File: src/rtl/param_dp_ram_pkg.sv
// Shared types and helpers for the parametrised dual-port RAM.
// Latency: n/a (types, constants and pure functions only).
// Backpressure: n/a.
package param_dp_ram_pkg;

    // Init sequencer states: INIT fills the array, READY serves traffic.
    typedef enum logic [0:0] {
        ST_INIT  = 1'b0,
        ST_READY = 1'b1
    } dpram_state_e;

    // Cross-port read-during-write policy encodings for RDW_MODE.
    localparam int RDW_OLD_DATA = 0;
    localparam int RDW_NEW_DATA = 1;

    // Even parity of one byte: stored bit makes the 9-bit total even.
    function automatic logic byte_parity(input logic [7:0] b);
        return ^b;
    endfunction

    // Byte merge: take the new byte where its enable is set, else keep old.
    function automatic logic [7:0] merge_byte(input logic [7:0] old_b,
                                              input logic [7:0] new_b,
                                              input logic       be);
        return be ? new_b : old_b;
    endfunction

endpackage

File: src/rtl/param_dp_ram_rdpipe.sv
// Per-port read pipeline: registers read word, valid strobe and parity error.
// Latency: 1 cycle (OUT_REG=0) or 2 cycles (OUT_REG=1) from accepted read.
// Backpressure: none; accepts one read per cycle, rdata holds while rvalid=0.
module param_dp_ram_rdpipe
    import param_dp_ram_pkg::*;
#(
    parameter int DATA_W  = 8,
    parameter int OUT_REG = 0
) (
    input  logic              clk,
    input  logic              rst_n,
    input  logic              rd_acc,
    input  logic [DATA_W-1:0] rd_word,
    input  logic              rd_err,
    output logic [DATA_W-1:0] rdata,
    output logic              rvalid,
    output logic              perr
);

    logic              s1_vld;
    logic              s1_err;
    logic [DATA_W-1:0] s1_dat;

    // First stage: capture the array word on an accepted read, hold otherwise.
    always_ff @(posedge clk or negedge rst_n) begin
        if (!rst_n) begin
            s1_vld <= 1'b0;
            s1_err <= 1'b0;
            s1_dat <= '0;
        end else begin
            s1_vld <= rd_acc;
            if (rd_acc) begin
                s1_dat <= rd_word;
                s1_err <= rd_err;
            end
        end
    end

    generate
        if (OUT_REG != 0) begin : g_out_reg
            logic              s2_vld;
            logic              s2_err;
            logic [DATA_W-1:0] s2_dat;

            // Optional output register: forwards stage one only when it is valid.
            always_ff @(posedge clk or negedge rst_n) begin
                if (!rst_n) begin
                    s2_vld <= 1'b0;
                    s2_err <= 1'b0;
                    s2_dat <= '0;
                end else begin
                    s2_vld <= s1_vld;
                    if (s1_vld) begin
                        s2_dat <= s1_dat;
                        s2_err <= s1_err;
                    end
                end
            end

            assign rdata  = s2_dat;
            assign rvalid = s2_vld;
            assign perr   = s2_vld & s2_err;
        end else begin : g_no_out_reg
            assign rdata  = s1_dat;
            assign rvalid = s1_vld;
            assign perr   = s1_vld & s1_err;
        end
    endgenerate

endmodule

File: src/rtl/param_dp_ram.sv
// True dual-port RAM, byte enables, self-initialising after reset; optional byte parity via PDPRAM_PARITY_EN.
// Latency: read data 1 cycle (OUT_REG=0) or 2 cycles (OUT_REG=1); busy for 2**ADDR_W cycles after reset.
// Backpressure: none; requests arriving while busy=1 are silently dropped.
module param_dp_ram
    import param_dp_ram_pkg::*;
#(
    parameter int                DATA_W   = 8,
    parameter int                ADDR_W   = 6,
    parameter int                OUT_REG  = 0,
    parameter int                RDW_MODE = 0,
    parameter logic [DATA_W-1:0] INIT_VAL = '0
) (
    input  logic                  clk,
    input  logic                  rst_n,
    input  logic                  a_en,
    input  logic                  a_we,
    input  logic [DATA_W/8-1:0]   a_be,
    input  logic [ADDR_W-1:0]     a_addr,
    input  logic [DATA_W-1:0]     a_wdata,
    output logic [DATA_W-1:0]     a_rdata,
    output logic                  a_rvalid,
    output logic                  a_perr,
    input  logic                  b_en,
    input  logic                  b_we,
    input  logic [DATA_W/8-1:0]   b_be,
    input  logic [ADDR_W-1:0]     b_addr,
    input  logic [DATA_W-1:0]     b_wdata,
    output logic [DATA_W-1:0]     b_rdata,
    output logic                  b_rvalid,
    output logic                  b_perr,
    output logic                  busy,
    output logic                  coll
);

    localparam int BE_W    = DATA_W / 8;
    localparam int DEPTH   = 2 ** ADDR_W;
    localparam bit RDW_NEW = (RDW_MODE == RDW_NEW_DATA);

    dpram_state_e      state;
    logic [ADDR_W-1:0] init_cnt;
    logic [DATA_W-1:0] mem [DEPTH];

    logic a_wr, a_rd, b_wr, b_rd;
    logic wr_same, a_hit, b_hit;
    logic [DATA_W-1:0] a_old, b_old, a_word, b_word;
    logic a_err, b_err;

    assign busy = (state == ST_INIT);

    assign a_wr = a_en &  a_we & ~busy;
    assign a_rd = a_en & ~a_we & ~busy;
    assign b_wr = b_en &  b_we & ~busy;
    assign b_rd = b_en & ~b_we & ~busy;

    // Both ports writing one word; A owns any byte both enable.
    assign wr_same = a_wr & b_wr & (a_addr == b_addr);
    // A port reading the word the other port is writing this cycle.
    assign a_hit   = b_wr & (a_addr == b_addr);
    assign b_hit   = a_wr & (a_addr == b_addr);

    // Init sequencer: walk every address once, then stay READY until reset.
    always_ff @(posedge clk or negedge rst_n) begin
        if (!rst_n) begin
            state    <= ST_INIT;
            init_cnt <= '0;
        end else if (state == ST_INIT) begin
            init_cnt <= init_cnt + 1'b1;
            if (init_cnt == ADDR_W'(DEPTH - 1)) begin
                state <= ST_READY;
            end
        end
    end

    // Collision flag: one-cycle pulse after a same-address dual write.
    always_ff @(posedge clk or negedge rst_n) begin
        if (!rst_n) begin
            coll <= 1'b0;
        end else begin
            coll <= wr_same;
        end
    end

    // Array update: init fill, else per-byte writes with A winning shared bytes.
    always_ff @(posedge clk) begin
        if (busy) begin
            mem[init_cnt] <= INIT_VAL;
        end else begin
            for (int i = 0; i < BE_W; i++) begin
                if (a_wr && a_be[i]) begin
                    mem[a_addr][i*8 +: 8] <= a_wdata[i*8 +: 8];
                end
                if (b_wr && b_be[i] && !(wr_same && a_be[i])) begin
                    mem[b_addr][i*8 +: 8] <= b_wdata[i*8 +: 8];
                end
            end
        end
    end

    // Read words: pre-write contents, optionally overlaid with the other port's write.
    assign a_old = mem[a_addr];
    assign b_old = mem[b_addr];

    for (genvar g = 0; g < BE_W; g++) begin : g_rd_byte
        assign a_word[g*8 +: 8] = merge_byte(a_old[g*8 +: 8], b_wdata[g*8 +: 8],
                                             RDW_NEW && a_hit && b_be[g]);
        assign b_word[g*8 +: 8] = merge_byte(b_old[g*8 +: 8], a_wdata[g*8 +: 8],
                                             RDW_NEW && b_hit && a_be[g]);
    end

`ifdef PDPRAM_PARITY_EN
    logic [BE_W-1:0] par_mem [DEPTH];
    logic [BE_W-1:0] init_par, a_par_bad, b_par_bad;

    // Bytes replaced by a forwarded write carry fresh data, so they cannot flag.
    for (genvar g = 0; g < BE_W; g++) begin : g_par_byte
        assign init_par[g]  = byte_parity(INIT_VAL[g*8 +: 8]);
        assign a_par_bad[g] = (par_mem[a_addr][g] ^ byte_parity(a_old[g*8 +: 8]))
                              & ~(RDW_NEW && a_hit && b_be[g]);
        assign b_par_bad[g] = (par_mem[b_addr][g] ^ byte_parity(b_old[g*8 +: 8]))
                              & ~(RDW_NEW && b_hit && a_be[g]);
    end

    // Parity array update: tracks the data array byte for byte.
    always_ff @(posedge clk) begin
        if (busy) begin
            par_mem[init_cnt] <= init_par;
        end else begin
            for (int i = 0; i < BE_W; i++) begin
                if (a_wr && a_be[i]) begin
                    par_mem[a_addr][i] <= byte_parity(a_wdata[i*8 +: 8]);
                end
                if (b_wr && b_be[i] && !(wr_same && a_be[i])) begin
                    par_mem[b_addr][i] <= byte_parity(b_wdata[i*8 +: 8]);
                end
            end
        end
    end

    assign a_err = |a_par_bad;
    assign b_err = |b_par_bad;
`else
    assign a_err = 1'b0;
    assign b_err = 1'b0;
`endif

    param_dp_ram_rdpipe #(
        .DATA_W  (DATA_W),
        .OUT_REG (OUT_REG)
    ) u_rdpipe_a (
        .clk     (clk),
        .rst_n   (rst_n),
        .rd_acc  (a_rd),
        .rd_word (a_word),
        .rd_err  (a_err),
        .rdata   (a_rdata),
        .rvalid  (a_rvalid),
        .perr    (a_perr)
    );

    param_dp_ram_rdpipe #(
        .DATA_W  (DATA_W),
        .OUT_REG (OUT_REG)
    ) u_rdpipe_b (
        .clk     (clk),
        .rst_n   (rst_n),
        .rd_acc  (b_rd),
        .rd_word (b_word),
        .rd_err  (b_err),
        .rdata   (b_rdata),
        .rvalid  (b_rvalid),
        .perr    (b_perr)
    );

endmodule

File: config.mk
export PLATFORM = sky130hd
export DESIGN_NAME = param_dp_ram
export DESIGN_NICKNAME = d
export VERILOG_FILES = /design/src/rtl/param_dp_ram_pkg.sv /design/src/rtl/param_dp_ram_rdpipe.sv /design/src/rtl/param_dp_ram.sv
export SDC_FILE = /design/constraint.sdc
export NUM_CORES = 1
export LEC_CHECK = 0
export CAP_MARGIN = 0
export CORE_UTILIZATION = 45
export CTS_CLUSTER_DIAMETER = 100
export DETAILED_ROUTE_END_ITERATION = 8
export SLEW_MARGIN = 25
export SYNTH_ARGS = -nofsm -noshare
export SYNTH_HDL_FRONTEND = slang
export SYNTH_SLANG_ARGS = --single-unit
File: constraint.sdc
create_clock -name clk -period 3.4 [get_ports clk]
set_clock_uncertainty 0.2 [all_clocks]
set_input_delay 0.34 -clock clk [delete_from_list [all_inputs] [get_ports clk]]
set_output_delay 0.34 -clock clk [all_outputs]
set_load 0.05 [all_outputs]
==> impl_metrics.ini, run 1 <==
[floorplan]
die_x_um = 272
coreArea_um2 = 72000
die_h_um = 272
initial_core_util_pct = 45.7
row_count = 98
ios = 58
fp.dieArea_um2 = 74200

[global_route]
grt_pass1_vias = 24300
overflow = 0
grt_max_degree = 92
grt_use_total_pct = 36.4
grt_antenna_before_repair = 3
grt_pass1_wl_um = 190000

[layout]
finalCoreUtilization_pct = 52.4
stdcell_count = 3575
drive_gt1_share_pct = 37.7
final_nets = 2609
layout-area-overhead-vs-synth_pct = 14.6

[timing]
period_share_pct = 91.9
rsz0062_at_grt = no
relSlewSlack_pct = 33.2
fin_crit_ns = 3.13
slew_violations = 0
clock.fmax_mhz = 320
finalSetupViolCount = 0
hold_ws_ns = 0.0353
worst_pin_slew_ns = 0.995
finalHoldViolCount = 0

[flow_run]
drv_cap = 0

[synthesis]
syn_area_per_cell_um2 = 13.2
yosysMostFrequentCell = edfxtp_1
async_reset_ff_share_pct = 4.83
yosys-top-cells-area = edfxtp_1 (47%), mux2_2 (16%), mux2i_1 (7.1%)
synth_top_area_share_pct = 46.7
netlist_area_um2 = 32900
synthCells = 2502
ys_seq_elements = 538
yosys_warnings = 0
yosys.area.top_type = edfxtp_1
synth_edf_count = 512
synth_common_cells = edfxtp_1 (512), mux2_2 (474), mux2i_1 (233)
ys.flop_type = edfxtp_1
synth.distinct_cells = 66
ys_seq_area_share_pct = 48.7

[setup_path]
worstReg2RegStart = state
crit_fanout = 10
crit_path_start_kind = register
r2r-end = mem[45][0]
r2r.worst_path.cells = 7
max_stage_delay_ns = 0.60
crit_type = register to register
rrSetupSlack_ns = 0.27
crit_family = compound AO/OA/AOI/OAI gates
cp.buffers_inverters = 2
worstPathCellList = buf_4 -> and4_1 -> o31ai_1 -> and2_1 -> nand2_1 -> o21ai_0 -> buf_4
crit_path_end_kind = register
worstPathArrival_ns = 3.24
cp_slowest_cell = o31ai_1
required_ns = 3.52
cp_common_cell = buf_4

[clock_network]
clk_pin_slew_ns = 0.06
cts_buffer_depth = 3
cts_inserted_buffers = 66
clk_latency_ns = 0.61
cts_resized = 0
cts_tree = built
clkSinkCount = 538
h-tree-depth = 3
cts_root_buf = clkbuf_16

[power_and_ir_drop]
p_comb_share_pct = 8.0
power.switching_mw = 3.78
swShare_pct = 24.6
powerDensity_nw_per_um2 = 408
p_leak_nw = 13.1
sequentialPowerShare_pct = 46.5
power.total_mw = 15.4
pwr-share-clk_pct = 45.5
worst_ir_drop_vdd_uv = 307
p_int_mw = 11.6

[detailed_routing]
drtIter0Drc = 3720
avgRoutedWirePerCell_um = 38.0
drc = 0
via_per_inst = 7.05
drt_wl_total_um = 136000
first_pass_iters = 6
vias = 25200
ant_nets = 0

[place]
gp_routability_congestion = 1.00
portBuffers = 55
post-dp-hpwl_um = 92300
placed_cells = 3453

[min_path]
min_path_cells = 4
holdCritStartpoint = a_addr[2]
holdCritPathClass = input port to register
whs_endpoint = coll

[outcome]
status = complete, no violations
[registers in the layout, indices dropped and copies added, names as in the netlist]
signal and cells:
coll 1, init_cnt 6, mem 512, u_rdpipe_b.rvalid 1, state 1, u_rdpipe_b.rdata 8, u_rdpipe_a.rdata 8, u_rdpipe_a.rvalid 1
[cell families (layout without fill, tap and decap cells)]
group	Yosys count	in the layout	share of synthesized area, %
muxes	878	878	32.3
xor gates and xnor gates	11	11	0.293
other	1	4	0.0114
adders and majority gates	1	1	0.0380
AOI/OAI and AO/OA	349	349	7.54
and+or+nand+nor	451	451	7.58
buffers and inverters	273	393	3.57
DFF	538	538	48.7
[tightest hold or removal path: stages]
cell	delay [ns]
buf_8	0.18
xnor2_1	0.10
nand4_1	0.09
nor4_2	0.06
[worst max-delay path by stage]
stage               start    endpoint  slack [ns]  cells past startpoint
floorplan           state  mem[29][0]        0.55                      8
global placement     a_we  mem[22][1]       -0.19                      7
detailed placement   a_we  mem[51][1]       -0.03                     10
CTS                 state  mem[61][1]        0.39                      7
global route        state  mem[61][1]        0.27                      7
finish              state  mem[45][0]        0.27                      7
[through the flow]
step	setup TNS, ns	cell area [um2]	worst slack (ns)
global route	0	37700	0.267
floorplan	0	32900	0.548
finish	0	37700	0.274
detailed placement	-0.291	35600	-0.0324
global placement	-1.77	35600	-0.193
CTS	0	37700	0.391
[power groups by stage]
stage                     registers (mW)  logic [mW]  clock network [mW]
after detailed placement            7.28        1.18                   0
after global routing                7.14        1.24                7.26
final                               7.15        1.24                6.99
after floorplan                     7.28       0.610                   0
after CTS                           7.15        1.19                7.06
after global placement              7.28        1.18                   0
[placed cells by master (no fill, tap or decap), types with 12 or more instances in the layout]
master / Yosys / routed
nand3_1: 74 / 74
clkinv_2: 0 / 12
mux4_2: 91 / 91
buf_4: 11 / 175
clkbuf_16: 0 / 71
nand4_1: 14 / 14
clkbuf_1: 149 / 15
a22oi_1: 113 / 113
a21oi_1: 43 / 43
edfxtp_1: 512 / 512
nand2_1: 173 / 173
clkdlybuf4s50_1: 0 / 40
o22ai_1: 21 / 21
a221oi_1: 37 / 37
mux2_2: 474 / 474
dfrtp_1: 26 / 26
buf_12: 0 / 39
o21ai_0: 52 / 52
a211oi_1: 14 / 14
mux2i_1: 233 / 233
nor2_1: 56 / 50
nand3_2: 54 / 54
mux2_1: 80 / 80
[timing repair]
item,CTS,global route
buffers inserted,0,0
hold buffers,1,0
hold endpoints to repair,26,0
[per-layer routing]
layer / vias up / part of all wire, % / track usage (%)
met5: - / 0.0096 / 0
met4: 2 / 4.9 / 16.1
met3: 360 / 12 / 8.75
met2: 2013 / 43 / 53.7
met1: 12800 / 39 / 50.7
li1: 10000 / - / -
[area by class of cell]
cell class / instances / area [um2]
clock buffer: 87 / 1850
fill: 6098 / 34300
sequential: 538 / 16000
antenna: 2 / 5.00
timing repair buffer: 267 / 2590
clock inverter: 32 / 243
multi-input combinational: 1692 / 15800
inverter: 7 / 26.3
tap: 950 / 1190
Power figures use the tool's default switching activity.
==> inputs of run 2 (changes only) <==
CORE_MARGIN = 2   (was not set)
CTS_CLUSTER_SIZE = 8   (was not set)
HOLD_SLACK_MARGIN = 0.02   (was not set)
==> run 2 against run 1 <==
Net effect: worst setup slack worse by 0.21 ns; highest routed layer unchanged; total power up 1.5%; critical path depth up 3; first-iteration DRC count up 4.0%; cell area up 0.50%.
==> impl_metrics.ini, run 2 (synthesis results as in run 1) <==
[layout]
largest_register_ffs = 512
drive_gt1_share_pct = 38.0
mostFrequentLayoutCell = edfxtp_1
regMostFlops = mem
final_nets = 2634
layout-area-overhead-vs-synth_pct = 15.2
finalCoreUtilization_pct = 52.1
mostFrequentLayoutCells = edfxtp_1 (512), mux2_2 (474), mux2i_1 (233)

[timing]
finalHoldViolCount = 0
period_share_pct = 98.2
clock.fmax_mhz = 300
fin_crit_ns = 3.34
hold_ws_ns = 0.0878
rsz0062_at_grt = no
finalSetupViolCount = 0
slew_violations = 0
timing.setup.tns_ns = 0
relSlewSlack_pct = 27.9
worst_pin_slew_ns = 1.08
fin_ws_ns = 0.0615

[global_route]
gr-usage-met1_pct = 48.0
grt_antenna_before_repair = 5
grt_max_degree = 65
grt_pass1_wl_um = 192000
use_met2_pct = 55.0
grtUsageMet3_pct = 10.9
grt_use_total_pct = 36.4
grt-busiest-layer = met2
grt_pass1_vias = 24700
overflow = 0

[detailed_routing]
drc = 0
ant_nets = 0
avgRoutedWirePerCell_um = 38.3
first_pass_iters = 8
via_per_inst = 7.03
drtIter0Drc = 3868
drt_wl_total_um = 137000
vias = 25200

[min_path]
whs_endpoint = coll
holdCritStartpoint = b_addr[1]
min_path_cells = 3
holdCritPathClass = input port to register

[clock_network]
cts_buffer_depth = 3
cts_root_buf = clkbuf_16
clkSinkCount = 538
cts_tree = built
clk_pin_slew_ns = 0.05
h-tree-depth = 3
cts_inserted_buffers = 77
clk_latency_ns = 0.62

[setup_path]
r2r.worst_path.cells = 8
r2r-end = mem[61][4]
required_ns = 3.48
worstPathArrival_ns = 3.42
worstReg2RegStart = state
crit_path_end_kind = register
crit_path_start_kind = input port
crit_fanout = 25
rrSetupSlack_ns = 0.32
crit_type = input port to register

[floorplan]
fp.dieArea_um2 = 75300
die_h_um = 274
initial_core_util_pct = 45.3
row_count = 99
die_x_um = 274
ios = 58
coreArea_um2 = 72700

[power_and_ir_drop]
powerDensity_nw_per_um2 = 412
worst_ir_drop_vdd_uv = 288
p_leak_nw = 13.2

[place]
post-dp-hpwl_um = 92600
gp_routability_congestion = 1.08
portBuffers = 55
dpl_worst_slack_ns = -0.00493

[flow_run]
drv_cap = 0

[outcome]
status = complete, no violations
[run 2: per-stage QoR]
stage	cell area, um2	power, mW	instances
floorplan	32900	7.89	2503
global placement	35700	8.45	3473
detailed placement	35700	8.46	3473
CTS	37900	15.6	3582
global route	37900	15.9	3584
finish	37900	15.6	3584
[run 2: critical path, cell delays in order]
cell	delay [ns]
dlygate4sd3_1	0.58
buf_8	0.18
xnor2_1	0.14
nand4_1	0.09
dlygate4sd3_1	0.57
nor4_2	0.06
a21oi_4	0.43
buf_12	0.30
nand3_2	0.27
nand2_1	0.41
[run 2: how the worst max path moves through the flow]
stage	cells past startpoint	start	endpoint
final	10	a_addr[2]	mem[36][6]
after global routing	10	a_addr[2]	mem[55][0]
after CTS	10	a_addr[2]	mem[48][3]
after detailed placement	9	a_we	mem[61][6]
after global placement	8	a_we	mem[22][0]
after floorplan	8	state	mem[29][0]
[run 2: metal layers]
metal / vias to the layer above / share of wire, %
met4: 4 / 5.4
li1: 10000 / -
met2: 1920 / 44
met1: 12900 / 37
met5: - / 0.058
met3: 395 / 13
[run 2: report_power, final]
| group | total, mW | switching [mW] | internal [mW] |
|---|---|---|---|
| combinational | 1.23 | 0.849 | 0.384 |
| sequential | 7.16 | 0 | 7.16 |
| clock | 7.22 | 2.96 | 4.26 |
| total | 15.6 | 3.80 | 11.8 |
[run 2: timing repair]
| action | in CTS | in global routing |
|---|---|---|
| hold endpoints to repair | 28 | 0 |
| endpoints found under the setup margin | 0 | 35 |
| setup buffers | 0 | 0 |
| gates resized for setup | 0 | 5 |
| hold buffers | 4 | 0 |
[run 2: layout make-up]
type,instances,area (um2)
repair buffers,281,2700
flip-flops and latches,538,16000
diodes,2,5.00
inverters,7,26.3
multi-input cells,1692,15800
well taps,959,1200
clock inverters,4,46.3
clock buffers,101,2100
fillers,6124,34800
